===== src/rtl/decode_pkg.sv =====
// Shared types and constants for the RV32I decode stage: opcodes, ALU operand
// select codes, the decoded control bundle and the stage state encoding.
package decode_pkg;

  localparam logic [6:0] OPC_LUI    = 7'b0110111;
  localparam logic [6:0] OPC_AUIPC  = 7'b0010111;
  localparam logic [6:0] OPC_JAL    = 7'b1101111;
  localparam logic [6:0] OPC_JALR   = 7'b1100111;
  localparam logic [6:0] OPC_BRANCH = 7'b1100011;
  localparam logic [6:0] OPC_LOAD   = 7'b0000011;
  localparam logic [6:0] OPC_STORE  = 7'b0100011;
  localparam logic [6:0] OPC_OP_IMM = 7'b0010011;
  localparam logic [6:0] OPC_OP     = 7'b0110011;
  localparam logic [6:0] OPC_SYSTEM = 7'b1110011;

  localparam logic [6:0] F7_BASE   = 7'b0000000;
  localparam logic [6:0] F7_ALT    = 7'b0100000;
  localparam logic [6:0] F7_MULDIV = 7'b0000001;

  localparam logic [1:0] ALU_SRC_REG = 2'd0;
  localparam logic [1:0] ALU_SRC_IMM = 2'd1;
  localparam logic [1:0] ALU_SRC_PC  = 2'd2;
  localparam logic [1:0] ALU_SRC_NPC = 2'd3;

  typedef struct packed {
    logic       memtoreg;
    logic       memwrite;
    logic [2:0] memsize;
    logic       branch;
    logic [1:0] alusrc;
    logic       alusrc_a_zero;
    logic       regwrite;
    logic       jump;
    logic       jumpsrc;
    logic       hlt;
    logic       illegal;
    logic       muldiv;
  } ctrl_t;

  typedef enum logic [1:0] {
    RUN    = 2'd0,
    DRAIN  = 2'd1,
    HALTED = 2'd2
  } state_t;

endpackage


===== src/rtl/decode_stage_if.sv =====
// Fetch-side and execute-side valid/ready bundle of the decode stage.
// The stage uses the slave modport; fetch/execute models use master.
interface decode_stage_if #(
  parameter int XLEN = 32
) ();

  logic               in_valid;
  logic               in_ready;
  logic [31:0]        in_instr;
  logic [XLEN-1:0]    in_pc;
  logic               out_valid;
  logic               out_ready;
  decode_pkg::ctrl_t  out_ctrl;
  logic [31:0]        out_instr;
  logic [XLEN-1:0]    out_pc;

  modport master (
    output in_valid, in_instr, in_pc, out_ready,
    input  in_ready, out_valid, out_ctrl, out_instr, out_pc
  );

  modport slave (
    input  in_valid, in_instr, in_pc, out_ready,
    output in_ready, out_valid, out_ctrl, out_instr, out_pc
  );

endinterface


===== src/rtl/decode_stage_ctrl_decode.sv =====
// Combinational RV32I opcode decoder with legality check.
// DECODE_MEXT_EN makes OP with funct7=0000001 legal and raises muldiv.
module ctrl_decode
  import decode_pkg::*;
(
  input  logic [31:0] instr,
  output ctrl_t       ctrl
);

  logic [6:0] opcode;
  logic [2:0] funct3;
  logic [6:0] funct7;
  logic       unused_fields;

  assign opcode        = instr[6:0];
  assign funct3        = instr[14:12];
  assign funct7        = instr[31:25];
  assign unused_fields = ^{instr[24:15], instr[11:7]};

  always_comb begin
    ctrl = '0;
    case (opcode)
      OPC_AUIPC: begin
        ctrl.alusrc        = ALU_SRC_PC;
        ctrl.alusrc_a_zero = 1'b1;
        ctrl.regwrite      = 1'b1;
      end
      OPC_LUI: begin
        ctrl.alusrc        = ALU_SRC_IMM;
        ctrl.alusrc_a_zero = 1'b1;
        ctrl.regwrite      = 1'b1;
      end
      OPC_OP_IMM: begin
        ctrl.alusrc   = ALU_SRC_IMM;
        ctrl.regwrite = 1'b1;
      end
      OPC_OP: begin
        if (funct7 == F7_BASE || funct7 == F7_ALT) begin
          ctrl.alusrc   = ALU_SRC_REG;
          ctrl.regwrite = 1'b1;
        end
`ifdef DECODE_MEXT_EN
        else if (funct7 == F7_MULDIV) begin
          ctrl.alusrc   = ALU_SRC_REG;
          ctrl.regwrite = 1'b1;
          ctrl.muldiv   = 1'b1;
        end
`endif
        else begin
          ctrl.illegal = 1'b1;
          ctrl.hlt     = 1'b1;
        end
      end
      OPC_BRANCH: begin
        ctrl.alusrc = ALU_SRC_REG;
        ctrl.branch = 1'b1;
      end
      OPC_JAL, OPC_JALR: begin
        ctrl.alusrc        = ALU_SRC_NPC;
        ctrl.alusrc_a_zero = 1'b1;
        ctrl.jump          = 1'b1;
        ctrl.regwrite      = 1'b1;
        ctrl.jumpsrc       = (opcode == OPC_JALR);
      end
      OPC_LOAD: begin
        ctrl.alusrc   = ALU_SRC_IMM;
        ctrl.regwrite = 1'b1;
        ctrl.memtoreg = 1'b1;
        ctrl.memsize  = funct3;
      end
      OPC_STORE: begin
        ctrl.alusrc   = ALU_SRC_IMM;
        ctrl.memwrite = 1'b1;
        ctrl.memsize  = funct3;
      end
      OPC_SYSTEM: begin
        ctrl.hlt = 1'b1;
      end
      default: begin
        ctrl.illegal = 1'b1;
        ctrl.hlt     = 1'b1;
      end
    endcase
  end

endmodule


===== src/rtl/decode_stage.sv =====
// Registered decode stage: decoder, output FIFO toward execute, drain/halt FSM.
// Optional M-extension decode is enabled with DECODE_MEXT_EN (see ctrl_decode).
//
// state  | meaning
// RUN    | accepting instructions while the FIFO has room
// DRAIN  | halting instruction accepted; deliver buffered entries, accept none
// HALTED | FIFO drained after a halt; sticky until reset
module decode_stage
  import decode_pkg::*;
#(
  parameter int XLEN  = 32,
  parameter int DEPTH = 2
) (
  input  logic           clk,
  input  logic           reset,
  input  logic           flush,
  decode_stage_if.slave  bus,
  output logic           halted,
  output logic           illegal
);

  localparam int PW = $clog2(DEPTH);
  localparam int CW = PW + 1;

  state_t           state;
  ctrl_t            dec_ctrl;
  logic [PW-1:0]    wr_ptr;
  logic [PW-1:0]    rd_ptr;
  logic [CW-1:0]    count;
  logic [CW-1:0]    count_nxt;
  logic             push;
  logic             pop;

  ctrl_t            mem_ctrl  [DEPTH];
  logic [31:0]      mem_instr [DEPTH];
  logic [XLEN-1:0]  mem_pc    [DEPTH];

  ctrl_decode u_ctrl_decode (
    .instr (bus.in_instr),
    .ctrl  (dec_ctrl)
  );

  // Reset gates in_ready so fetch never sees a handshake while reset is held.
  assign bus.in_ready  = !reset && (state == RUN) && !flush && (count < CW'(DEPTH));
  assign bus.out_valid = (count != '0);
  assign bus.out_ctrl  = mem_ctrl[rd_ptr];
  assign bus.out_instr = mem_instr[rd_ptr];
  assign bus.out_pc    = mem_pc[rd_ptr];

  assign push      = bus.in_valid && bus.in_ready;
  assign pop       = bus.out_valid && bus.out_ready;
  assign count_nxt = count + CW'(push) - CW'(pop);

  always_ff @(posedge clk) begin
    if (reset) begin
      state   <= RUN;
      halted  <= 1'b0;
      illegal <= 1'b0;
      wr_ptr  <= '0;
      rd_ptr  <= '0;
      count   <= '0;
      for (int i = 0; i < DEPTH; i++) begin
        mem_ctrl[i]  <= '0;
        mem_instr[i] <= '0;
        mem_pc[i]    <= '0;
      end
    end else begin
      if (flush && state != HALTED) begin
        wr_ptr <= '0;
        rd_ptr <= '0;
        count  <= '0;
      end else begin
        if (push) begin
          mem_ctrl[wr_ptr]  <= dec_ctrl;
          mem_instr[wr_ptr] <= bus.in_instr;
          mem_pc[wr_ptr]    <= bus.in_pc;
          wr_ptr            <= wr_ptr + PW'(1);
        end
        if (pop) begin
          rd_ptr <= rd_ptr + PW'(1);
        end
        count <= count_nxt;
      end

      case (state)
        RUN: begin
          if (push && dec_ctrl.hlt) begin
            state   <= DRAIN;
            illegal <= dec_ctrl.illegal;
          end
        end
        DRAIN: begin
          // The halting instruction was speculative if a flush arrives first.
          if (flush) begin
            state   <= RUN;
            illegal <= 1'b0;
          end else if (count_nxt == '0) begin
            state  <= HALTED;
            halted <= 1'b1;
          end
        end
        HALTED: begin
          state <= HALTED;
        end
        default: begin
          state <= RUN;
        end
      endcase
    end
  end

  a_count_range: assert property (@(posedge clk) disable iff (reset) count <= CW'(DEPTH));
  a_no_push_drain: assert property (@(posedge clk) disable iff (reset) state != RUN |-> !push);

endmodule


===== src/flat_wrapper.sv =====
// flat-port wrapper written by rule: the top's interface ports become plain ports
module decode_stage_flat import decode_pkg::*;
#(
  parameter int XLEN  = 32,
  parameter int DEPTH = 2
)
  (clk, reset, flush, halted, illegal, bus_in_valid, bus_in_instr, bus_in_pc, bus_out_ready, bus_in_ready, bus_out_valid, bus_out_ctrl, bus_out_instr, bus_out_pc);
  decode_stage_if #(.XLEN(XLEN)) bus_i ();
  input  logic clk;
  input  logic reset;
  input  logic flush;
  output logic halted;
  output logic illegal;
  input wire logic [$bits(bus_i.in_valid)-1:0] bus_in_valid;
  input wire logic [$bits(bus_i.in_instr)-1:0] bus_in_instr;
  input wire logic [$bits(bus_i.in_pc)-1:0] bus_in_pc;
  input wire logic [$bits(bus_i.out_ready)-1:0] bus_out_ready;
  output wire logic [$bits(bus_i.in_ready)-1:0] bus_in_ready;
  output wire logic [$bits(bus_i.out_valid)-1:0] bus_out_valid;
  output wire logic [$bits(bus_i.out_ctrl)-1:0] bus_out_ctrl;
  output wire logic [$bits(bus_i.out_instr)-1:0] bus_out_instr;
  output wire logic [$bits(bus_i.out_pc)-1:0] bus_out_pc;
  assign bus_i.in_valid = bus_in_valid;
  assign bus_i.in_instr = bus_in_instr;
  assign bus_i.in_pc = bus_in_pc;
  assign bus_i.out_ready = bus_out_ready;
  assign bus_in_ready = bus_i.in_ready;
  assign bus_out_valid = bus_i.out_valid;
  assign bus_out_ctrl = bus_i.out_ctrl;
  assign bus_out_instr = bus_i.out_instr;
  assign bus_out_pc = bus_i.out_pc;
  decode_stage #(.XLEN(XLEN), .DEPTH(DEPTH)) u_core (.clk(clk), .reset(reset), .flush(flush), .bus(bus_i), .halted(halted), .illegal(illegal));
endmodule

===== config.mk =====
export PLATFORM = sky130hd
export DESIGN_NAME = decode_stage_flat
export DESIGN_NICKNAME = d
export VERILOG_FILES = /design/src/rtl/decode_pkg.sv /design/src/rtl/decode_stage_if.sv /design/src/rtl/decode_stage_ctrl_decode.sv /design/src/rtl/decode_stage.sv /design/src/flat_wrapper.sv
export SDC_FILE = /design/constraint.sdc
export NUM_CORES = 1
export LEC_CHECK = 0
export ABC_AREA = 1
export BUFFER_PORTS_ARGS = -buffer_cell sky130_fd_sc_hd__buf_2
export CAP_MARGIN = 25
export CORE_ASPECT_RATIO = 1.25
export CORE_MARGIN = 2
export CORE_UTILIZATION = 51
export CTS_BUF_LIST = sky130_fd_sc_hd__clkbuf_4 sky130_fd_sc_hd__clkbuf_8
export CTS_CLUSTER_DIAMETER = 80
export DETAILED_ROUTE_END_ITERATION = 16
export PLACE_DENSITY = 0.78
export SETUP_SLACK_MARGIN = 0.2
export SLEW_MARGIN = 10
export SYNTH_ARGS = -nofsm -noshare
export SYNTH_HDL_FRONTEND = slang
export SYNTH_SLANG_ARGS = --single-unit

===== constraint.sdc =====
create_clock -name clk -period 3.12 [get_ports clk]
set_clock_uncertainty 0.05 [all_clocks]
set_input_delay 0.312 -clock clk [delete_from_list [all_inputs] [get_ports clk]]
set_output_delay 0.312 -clock clk [all_outputs]
set_load 0.1 [all_outputs]

==> flow_summary.toml, run 1 <==
[grt]
antenna_found_initial = 1
overflow = 0
grt_usage = 0.1985
grt_max_degree = 79
grt_first_pass_wirelength_mm = 24.05
grt_pass1_vias = 5004

[setup_path]
crit_required_ns = 2.76
crit-reg2reg-launch = "u_core.count[1]$_SDFF_PP0_"
path_delay_family = "flip-flops"
cp_num_buf_inv = 2
r2r-end = "u_core.state[1]$_SDFFE_PP0P_"
crit_path_top_delay_cell = "dfxtp_4"
rr_worst_depth = 12
path_cells = "buf_4 > mux2_2 > buf_2"
critPathKind = "reg2out"
critPathMaxStageDelay_ns = 0.75
worstSetupEndpointType = "primary output"
r2r_setup_slack_ns = 0.83
crit_fanout = 42
cp.depth = 3
worst_ep_arrival_time_ns = 2.28
startpoint_type = "flip-flop"

[job]
maxCapViolations = 0

[detailed_routing]
drtIter0Drc = 255
dr.pass1.iters = 6
vias = 4798
wl_per_cell_microns = 16.39
ant_nets = 0
post-route-drc-count = 0
wl_mm = 15.29
via_per_inst = 5.143

[die]
rows = 49
ios = 152
die-area_sq_um = 15490
initial_utilization = 0.5178
die_height_microns = 138.7
die_w_microns = 111.7
core_area_sq_um = 14290

[clocking]
post_cts_buffers = 0
clkTransAtPathRegs_ns = 0.09
h-tree-depth = 4
insertion_delay_ns = 0.44
ctsHoldBuffers = 0
ctsResizeCount = 0
cts_buffer_depth = 2
cts_buffers = 17
root_buffer = "clkbuf_8"
cts_num_sinks = 165
cts_tree = "built"

[pwr]
cellLeakagePower_nw = 3.822
ir_worst_vdd_mv = 0.2894
power_density_nw_per_um2 = 573.4

[synthesis]
synthDistinctLibCells = 31
synthArstFlopShare = 0
yosysMostFrequentCell = "edfxtp_1"
ys_seq_area_frac = 0.6576
syn_inst = 593
syn-mean-instance-area_sq_um = 12.47
yosys.area.top_type = "edfxtp_1"
ys_top_cells_by_count = "edfxtp_1, nor2_1, mux2_2"
ys_warn_count = 0
synth_nets = 664
yosysTopAreaCellShare = 0.6333
syn-cell-area_sq_um = 7397
synth_area_leaders = "edfxtp_1, mux2_2, nor2_1"
synth_edf_count = 156
synth_ff_type = "edfxtp_1"
ys_ff_latch = 165

[timing]
setup-violations-final = 0
hold_viol = 0
period_share = 0.8455
worstMarginPinSlew_ns = 0.9444
setup_ws_ns = 0.4820
slew_viol_final = 0
grt_setup_unrepaired = "no"
slew_headroom = 0.3704
tns_ns = 0
fin_crit_ns = 2.638
timing.fmax_mhz = 379.1

[worst_hold_path]
holdPathEnd = "u_core.state[0]$_SDFFE_PP0P_"
hold_path_depth = 2
hp-start = "reset"
min_path_type = "in2reg"

[run_status]
status = "finished, final reports clean"

[layout]
final_cells = 933
seqCellArea_sq_um = 4868
fin_util = 0.6094
syn_to_final_growth_pct = 17.69
n_fill_cell = 1169
multi_input_area_sq_um = 2096
drive_gt1_frac = 0.4257
fin_nets = 812

[place]
port_buffers = 150
place_inst = 900
pre_cts_ws_ns = 0.8513
dp_hpwl_mm = 9.812
gpl.final_weighted_congestion = 0.8469
## cells by family after synthesis
kind of cell,share of synthesized area
buffers and inverters,0.06427
AND/OR/NAND/NOR,0.1439
flip-flops,0.6576
XOR/XNOR,0.002368
other,0.0005070
AO/OA/AOI/OAI,0.009133
multiplexers,0.1187
adder cells (fa/ha/maj),0.003382
## how the worst max path moves through the flow
stage                                 start                             endpoint  slack [ns]
5_1_grt                           flip-flop                     bus_out_ctrl[11]        0.34
3_3_place_gp                          flush  u_core.mem_ctrl[1][4]$_SDFFCE_PN0P_        0.82
6_report                          flip-flop                     bus_out_ctrl[11]        0.48
2_1_floorplan  u_core.state[0]$_SDFFE_PP0P_  u_core.mem_ctrl[1][0]$_SDFFCE_PN0P_        0.43
3_5_place_dp     u_core.count[1]$_SDFF_PP0_         u_core.state[1]$_SDFFE_PP0P_        0.85
4_1_cts                           flip-flop                     bus_out_ctrl[11]        0.42
## power breakdown
| group | switching (mW) | internal, mW | leakage (nW) |
|---|---|---|---|
| Combinational | 0.747 | 0.159 | 1.93 |
| Sequential | 0.0314 | 2.53 | 1.69 |
| Clock | 0.791 | 0.729 | 0.198 |
## state kept, by name, summed over array words and instances, names as in the netlist, named ones only
signal / flops
u_core.mem_instr: 64
u_core.mem_pc: 64
u_core.mem_ctrl: 28
u_core.count: 2
u_core.state: 2
u_core.halted: 1
u_core.illegal: 1
u_core.rd_ptr: 1
u_core.wr_ptr: 1
## layout by cell type, fill, tap and decap left out, types with 3 or more instances in the layout
cell type	count
edfxtp_1	156
buf_2	150
nor2_1	123
mux2_2	78
inv_1	76
nor2_2	29
nand2_1	24
clkbuf_8	17
nor3_1	13
nand3_1	12
nor2_4	10
dfxtp_1	8
a21oi_1	7
inv_2	6
buf_4	5
inv_6	4
and2_1	3
o21ai_0	3
clkinv_2	3
clkinv_4	3
## final cells by class
class	instances	area share
multi-input cells	319	0.2407
flip-flops and latches	165	0.5592
diodes	1	0.0002874
clock buffers	18	0.02774
repair buffers	156	0.09371
well taps	178	0.02558
clock inverters	14	0.01739
inverters	82	0.03535
## worst reg2reg max path: stages (launching register included)
cell and delay [ns]:
dfxtp_1 0.38, or2_2 0.33, nand2_1 0.10, inv_1 0.06, ha_1 0.27, inv_1 0.04, ha_1 0.18, xnor2_1 0.17
xor2_1 0.21, nand2_1 0.14, a21oi_1 0.17, nand3_1 0.10, inv_1 0.05
## per-stage QoR
step / power (mW) / area [sq um] / hold slack, ns
2_1_floorplan: 3.343 / 7436 / 0.3311
3_3_place_gp: 3.508 / 8283 / 0.3987
3_5_place_dp: 3.527 / 8310 / 0.4081
4_1_cts: 5.029 / 8703 / 0.01405
5_1_grt: 5.146 / 8706 / 0.03306
6_report: 4.992 / 8706 / 0.04822
## metal layers
| metal | vias to the layer above | part of all wire | global-route usage |
|---|---|---|---|
| met5 | - | 0 | 0 |
| met4 | 0 | 0.023 | 0.08577 |
| met3 | 25 | 0.058 | 0.05594 |
| met2 | 172 | 0.54 | 0.3604 |
| met1 | 2334 | 0.38 | 0.2146 |
| li1 | 2267 | - | - |
Power figures use the tool's default switching activity.
==> run 2: changes to the inputs <==
- CORE_UTILIZATION: 51 -> 57
- PLACE_DENSITY: 0.78 -> 0.83
- clock period: 3.12 -> 2.63 ns (I/O delays scaled with it)
==> run 2 against run 1 <==
Compared with the run above: register-to-register slack lost 0.41 ns; setup slack lost 0.13 ns; clock-buffer cell count grew 2; sequential power grew 18%; core utilization grew 8.0 points; wire length shrank 2.1%; via count shrank 0.71%; combinational power grew 19%; sequential share of layout area shrank 0.18 points; die area shrank 10%; total power grew 21%; largest power group unchanged.
==> flow_summary.toml, run 2 (synthesis gave the netlist of run 1 again) <==
[clocking]
insertion_delay_ns = 0.44
clkTransAtPathRegs_ns = 0.08
cts_tree = "built"
h-tree-depth = 4
cts_buffer_depth = 2
root_buffer = "clkbuf_8"
ctsResizeCount = 0
cts_num_sinks = 165
cts_buffers = 17

[timing]
worstMarginPinSlew_ns = 0.6395
fin_crit_ns = 2.278
slew_viol_final = 0
timing.fmax_mhz = 438.9
hold_viol = 0
period_share = 0.8663
slew_headroom = 0.5737
setup_ws_ns = 0.3516
setup-violations-final = 0
grt_setup_unrepaired = "no"
tns_ns = 0

[grt]
use_met1 = 0.2363
antenna_found_initial = 0
grt_usage = 0.2172
met2_usage = 0.3935
grt_pass1_vias = 4923
busiest_layer = "met2"
grt_first_pass_wirelength_mm = 23.20
grt_util_met3 = 0.05456
grt_max_degree = 79
overflow = 0

[place]
place_inst = 889
port_buffers = 150
dp_hpwl_mm = 9.675
gpl.final_weighted_congestion = 0.8297
pre_cts_ws_ns = 0.4338

[detailed_routing]
ant_nets = 0
wl_per_cell_microns = 16.24
dr.pass1.iters = 5
via_per_inst = 5.167
post-route-drc-count = 0
drtIter0Drc = 270
vias = 4764
wl_mm = 14.98

[setup_path]
rr_worst_depth = 12
r2r_setup_slack_ns = 0.42
worst_ep_arrival_time_ns = 1.97
startpoint_type = "flip-flop"
crit_fanout = 30
r2r-end = "u_core.state[1]$_SDFFE_PP0P_"
crit_required_ns = 2.32
critPathKind = "reg2out"
worstSetupEndpointType = "primary output"
crit-reg2reg-launch = "u_core.count[1]$_SDFF_PP0_"

[layout]
multi_input_area_sq_um = 2096
final_cells = 922
syn_to_final_growth_pct = 18.08
drive_gt1_frac = 0.4191
seqCellArea_sq_um = 4868
reg_top3 = "u_core.mem_instr x64, u_core.mem_pc x64, u_core.mem_ctrl x28"
fin_nets = 812
insertedDiodeCount = 0
layout_commonest_cell = "edfxtp_1"
final_cell_mix = "edfxtp_1, buf_2, nor2_1, mux2_2, inv_1"
n_fill_cell = 923

[pwr]
ir_worst_vdd_mv = 0.3573
internal-power_mw = 4.247
p_comb_frac = 0.179
switching_power_mw = 1.775
seq_power_share = 0.506
p_sw_frac = 0.2948
p_total_mw = 6.022
power.share.clock = 0.316
cellLeakagePower_nw = 3.830
power_density_nw_per_um2 = 689.5

[die]
initial_utilization = 0.5842
die_height_microns = 131.4
rows = 46
core_area_sq_um = 12660
ios = 152
die-area_sq_um = 13910
die_w_microns = 105.9

[worst_hold_path]
min_path_type = "in2reg"
hp-start = "bus_in_pc[24]"
holdPathEnd = "u_core.mem_pc[1][24]$_SDFFCE_PN0P_"
hold_path_depth = 3

[run_status]
status = "finished, final reports clean"

[job]
maxCapViolations = 0
-- run 2: changes by cell type in the layout (fill, tap and decap cells not counted), sizes merged --
cell and delta:
bufinv +2, clkbuf +2, inv -4, buf -1, diode -1, dlygate4sd3 +1
-- run 2: layer usage --
layer | vias to the layer above | wire (microns)
met2 | 154 | 8162
met1 | 2307 | 5619
met4 | 0 | 430
met3 | 30 | 763
met5 | - | 0
li1 | 2273 | -
-- run 2: metrics by stage --
step	area [sq um]	hold WS [ns]	util
after global routing	8735	0.07035	0.6898
after CTS	8735	0.05747	0.6898
final	8735	0.08306	0.6898
after detailed placement	8308	0.4233	0.6561
after global placement	8308	0.4003	0.6561
after floorplan	7453	0.2821	-
-- run 2: worst max-delay path, cell delays in order, from the launching register on --
cell	delay, ns
dfxtp_4	0.58
buf_12	0.26
mux2_2	0.38
buf_2	0.30
-- run 2: timing repair --
item                                   CTS  global route
hold buffers                             1             0
setup buffers                            0             0
endpoints found under the hold margin    1             0
-- run 2: how the worst max path moves through the flow --
stage,endpoint,depth (start not counted),startpoint
2_1_floorplan,u_core.mem_ctrl[1][0]$_SDFFCE_PN0P_,9,u_core.state[1]$_SDFFE_PP0P_
3_3_place_gp,u_core.mem_instr[1][20]$_SDFFCE_PN0P_,7,flush
4_1_cts,bus_out_pc[2],3,flip-flop
3_5_place_dp,u_core.state[1]$_SDFFE_PP0P_,12,flush
5_1_grt,bus_out_ctrl[8],3,flip-flop
6_report,bus_out_ctrl[12],3,flip-flop
-- run 2: final cells by class --
type	count	share of cell area
tap	168	0.02407
clock inverter	12	0.01834
multi-input combinational	319	0.2399
clock buffer	20	0.02937
timing repair buffer	156	0.09569
sequential	165	0.5574
inverter	82	0.03524
-- run 2: power groups by stage --
stage | registers, mW | clock network (mW) | logic, mW
2_1_floorplan | 3.10 | 0 | 0.871
3_3_place_gp | 3.09 | 0 | 1.06
3_5_place_dp | 3.11 | 0 | 1.08
4_1_cts | 3.05 | 1.92 | 1.08
5_1_grt | 3.06 | 2.02 | 1.12
6_report | 3.04 | 1.90 | 1.08
==> run 3: changes to the inputs <==
- CORE_MARGIN: 2 -> unset
- REMOVE_ABC_BUFFERS: unset -> 1
==> run 3 against run 2 <==
Compared with the run above: non-clock buffer count increased by 4; largest cell class unchanged; total power down 0.80%; critical endpoint is now bus_out_pc[16]; clock-buffer cell count rose by 2; highest routed layer unchanged; worst hold slack gained 0.0070 ns; cell count grew 0.43%; clock power shrank 3%; sequential share of layout area fell by 0.17 points.
==> flow_summary.toml, run 3 (synthesis gave the netlist of run 1 again) <==
[run_status]
status = "finished, final reports clean"

[die]
rows = 46
die_w_microns = 103.9
core_area_sq_um = 12660
die-area_sq_um = 13440
initial_utilization = 0.5842
die_height_microns = 129.4
ios = 152

[grt]
overflow = 0
grt_util_met3 = 0.05382
use_met1 = 0.2450
antenna_found_initial = 0
grt_usage = 0.2150
grt_first_pass_wirelength_mm = 22.02
grt_pass1_vias = 4728
grt_max_degree = 79
met2_usage = 0.3878
busiest_layer = "met2"

[pwr]
power_density_nw_per_um2 = 681.9
cellLeakagePower_nw = 3.866
ir_worst_vdd_mv = 0.4015

[layout]
fin_nets = 816
insertedDiodeCount = 0
layout_commonest_cell = "edfxtp_1"
drive_gt1_frac = 0.4274
syn_to_final_growth_pct = 18.44
final_cell_mix = "edfxtp_1, buf_2, nor2_1, mux2_2, inv_1"
n_fill_cell = 910
reg_top3 = "u_core.mem_instr x64, u_core.mem_pc x64, u_core.mem_ctrl x28"

[setup_path]
crit-reg2reg-launch = "u_core.count[1]$_SDFF_PP0_"
worst_ep_arrival_time_ns = 1.95
path_cells = "buf_4 > mux2_2 > buf_2"
crit_fanout = 22
critPathKind = "reg2out"
startpoint_type = "flip-flop"
crit_path_top_delay_cell = "dfxtp_4"
critPathMaxStageDelay_ns = 0.55
crit_required_ns = 2.32
r2r-end = "u_core.state[1]$_SDFFE_PP0P_"
rr_worst_depth = 12
r2r_setup_slack_ns = 0.45
worstSetupEndpoint = "bus_out_pc[16]"
worstSetupEndpointType = "primary output"

[timing]
grt_setup_unrepaired = "no"
slew_viol_final = 0
period_share = 0.8603
hold_viol = 0
timing.fmax_mhz = 442.0
setup_ws_ns = 0.3675
slew_headroom = 0.6605
setup-violations-final = 0
tns_ns = 0
fin_crit_ns = 2.262
worstMarginPinSlew_ns = 0.5053

[detailed_routing]
post-route-drc-count = 0
wl_per_cell_microns = 15.31
via_per_inst = 5.080
drtIter0Drc = 211
dr.pass1.iters = 5
vias = 4704
wl_mm = 14.18
ant_nets = 0

[clocking]
insertion_delay_ns = 0.43
h-tree-depth = 4
cts_num_sinks = 165
clkTransAtPathRegs_ns = 0.09
root_buffer = "clkbuf_8"
cts_tree = "built"
cts_buffers = 17
cts_buffer_depth = 2

[job]
maxCapViolations = 0

[place]
port_buffers = 150
gpl.final_weighted_congestion = 0.8514
pre_cts_ws_ns = 0.4593
dp_hpwl_mm = 9.271

[worst_hold_path]
min_path_type = "in2reg"
==> run 3: critical path: cells and delay by family (launching register included) <==
| family | cells | cell delay, ns |
|---|---|---|
| buf+inv | 2 | 0.59 |
| flops | 1 | 0.55 |
| mux | 1 | 0.37 |
==> run 3: how the worst min path moves through the flow <==
stage | from | endpoint | slack [ns] | cells past startpoint
final | bus_in_pc[7] | u_core.mem_pc[0][7]$_SDFFCE_PN0P_ | 0.09 | 3
after global routing | bus_in_pc[28] | u_core.mem_pc[1][28]$_SDFFCE_PN0P_ | 0.08 | 3
after CTS | bus_in_pc[10] | u_core.mem_pc[1][10]$_SDFFCE_PN0P_ | 0.06 | 3
after detailed placement | u_core.rd_ptr$_SDFFE_PP0P_ | flip-flop | 0.42 | 2
after global placement | u_core.halted$_SDFFE_PP0P_ | u_core.halted$_SDFFE_PP0P_ | 0.40 | 1
after floorplan | reset | u_core.state[0]$_SDFFE_PP0P_ | 0.28 | 1
==> run 3: area by class of cell <==
cell class	count	area, sq um	share of cell area
flip-flops and latches	165	4868	0.5557
multi-input cells	319	2072	0.2365
repair buffers	160	890.9	0.1017
inverters	82	307.8	0.03513
clock buffers	22	277.8	0.03171
well taps	168	210.2	0.02399
clock inverters	10	133.9	0.01528
==> run 3: through the flow <==
| step | util | hold slack [ns] | total power [mW] | cells | instance area, sq um |
|---|---|---|---|---|---|
| finish | 0.6919 | 0.09001 | 5.974 | 926 | 8761 |
| CTS | 0.6919 | 0.06148 | 6.007 | 926 | 8761 |
| detailed placement | 0.6586 | 0.4219 | 4.183 | 893 | 8339 |
| global route | 0.6919 | 0.07939 | 6.148 | 926 | 8761 |
| global placement | 0.6586 | 0.3968 | 4.159 | 893 | 8339 |
| floorplan | - | 0.2821 | 3.959 | 566 | 7229 |
==> run 3: report_power, final <==
part           internal, mW  total (mW)  leakage (nW)  switching [mW]
Sequential             3.00        3.04          1.69          0.0361
Combinational         0.199        1.08          1.97           0.880
Clock                  1.00        1.85         0.210           0.852
Total                  4.21        5.97          3.87            1.77
==> run 3: layer usage <==
layer / part of all wire / up-vias / routed length [microns]
li1: - / 2272 / -
met1: 0.39 / 2245 / 5500
met2: 0.53 / 163 / 7494
met3: 0.063 / 24 / 897
met4: 0.020 / 0 / 282
met5: 0 / - / 0
==> run 3: repair_timing <==
action,CTS,global route
hold buffers,1,0
hold endpoints to repair,1,0
setup buffers,0,0
gates resized for setup,0,0
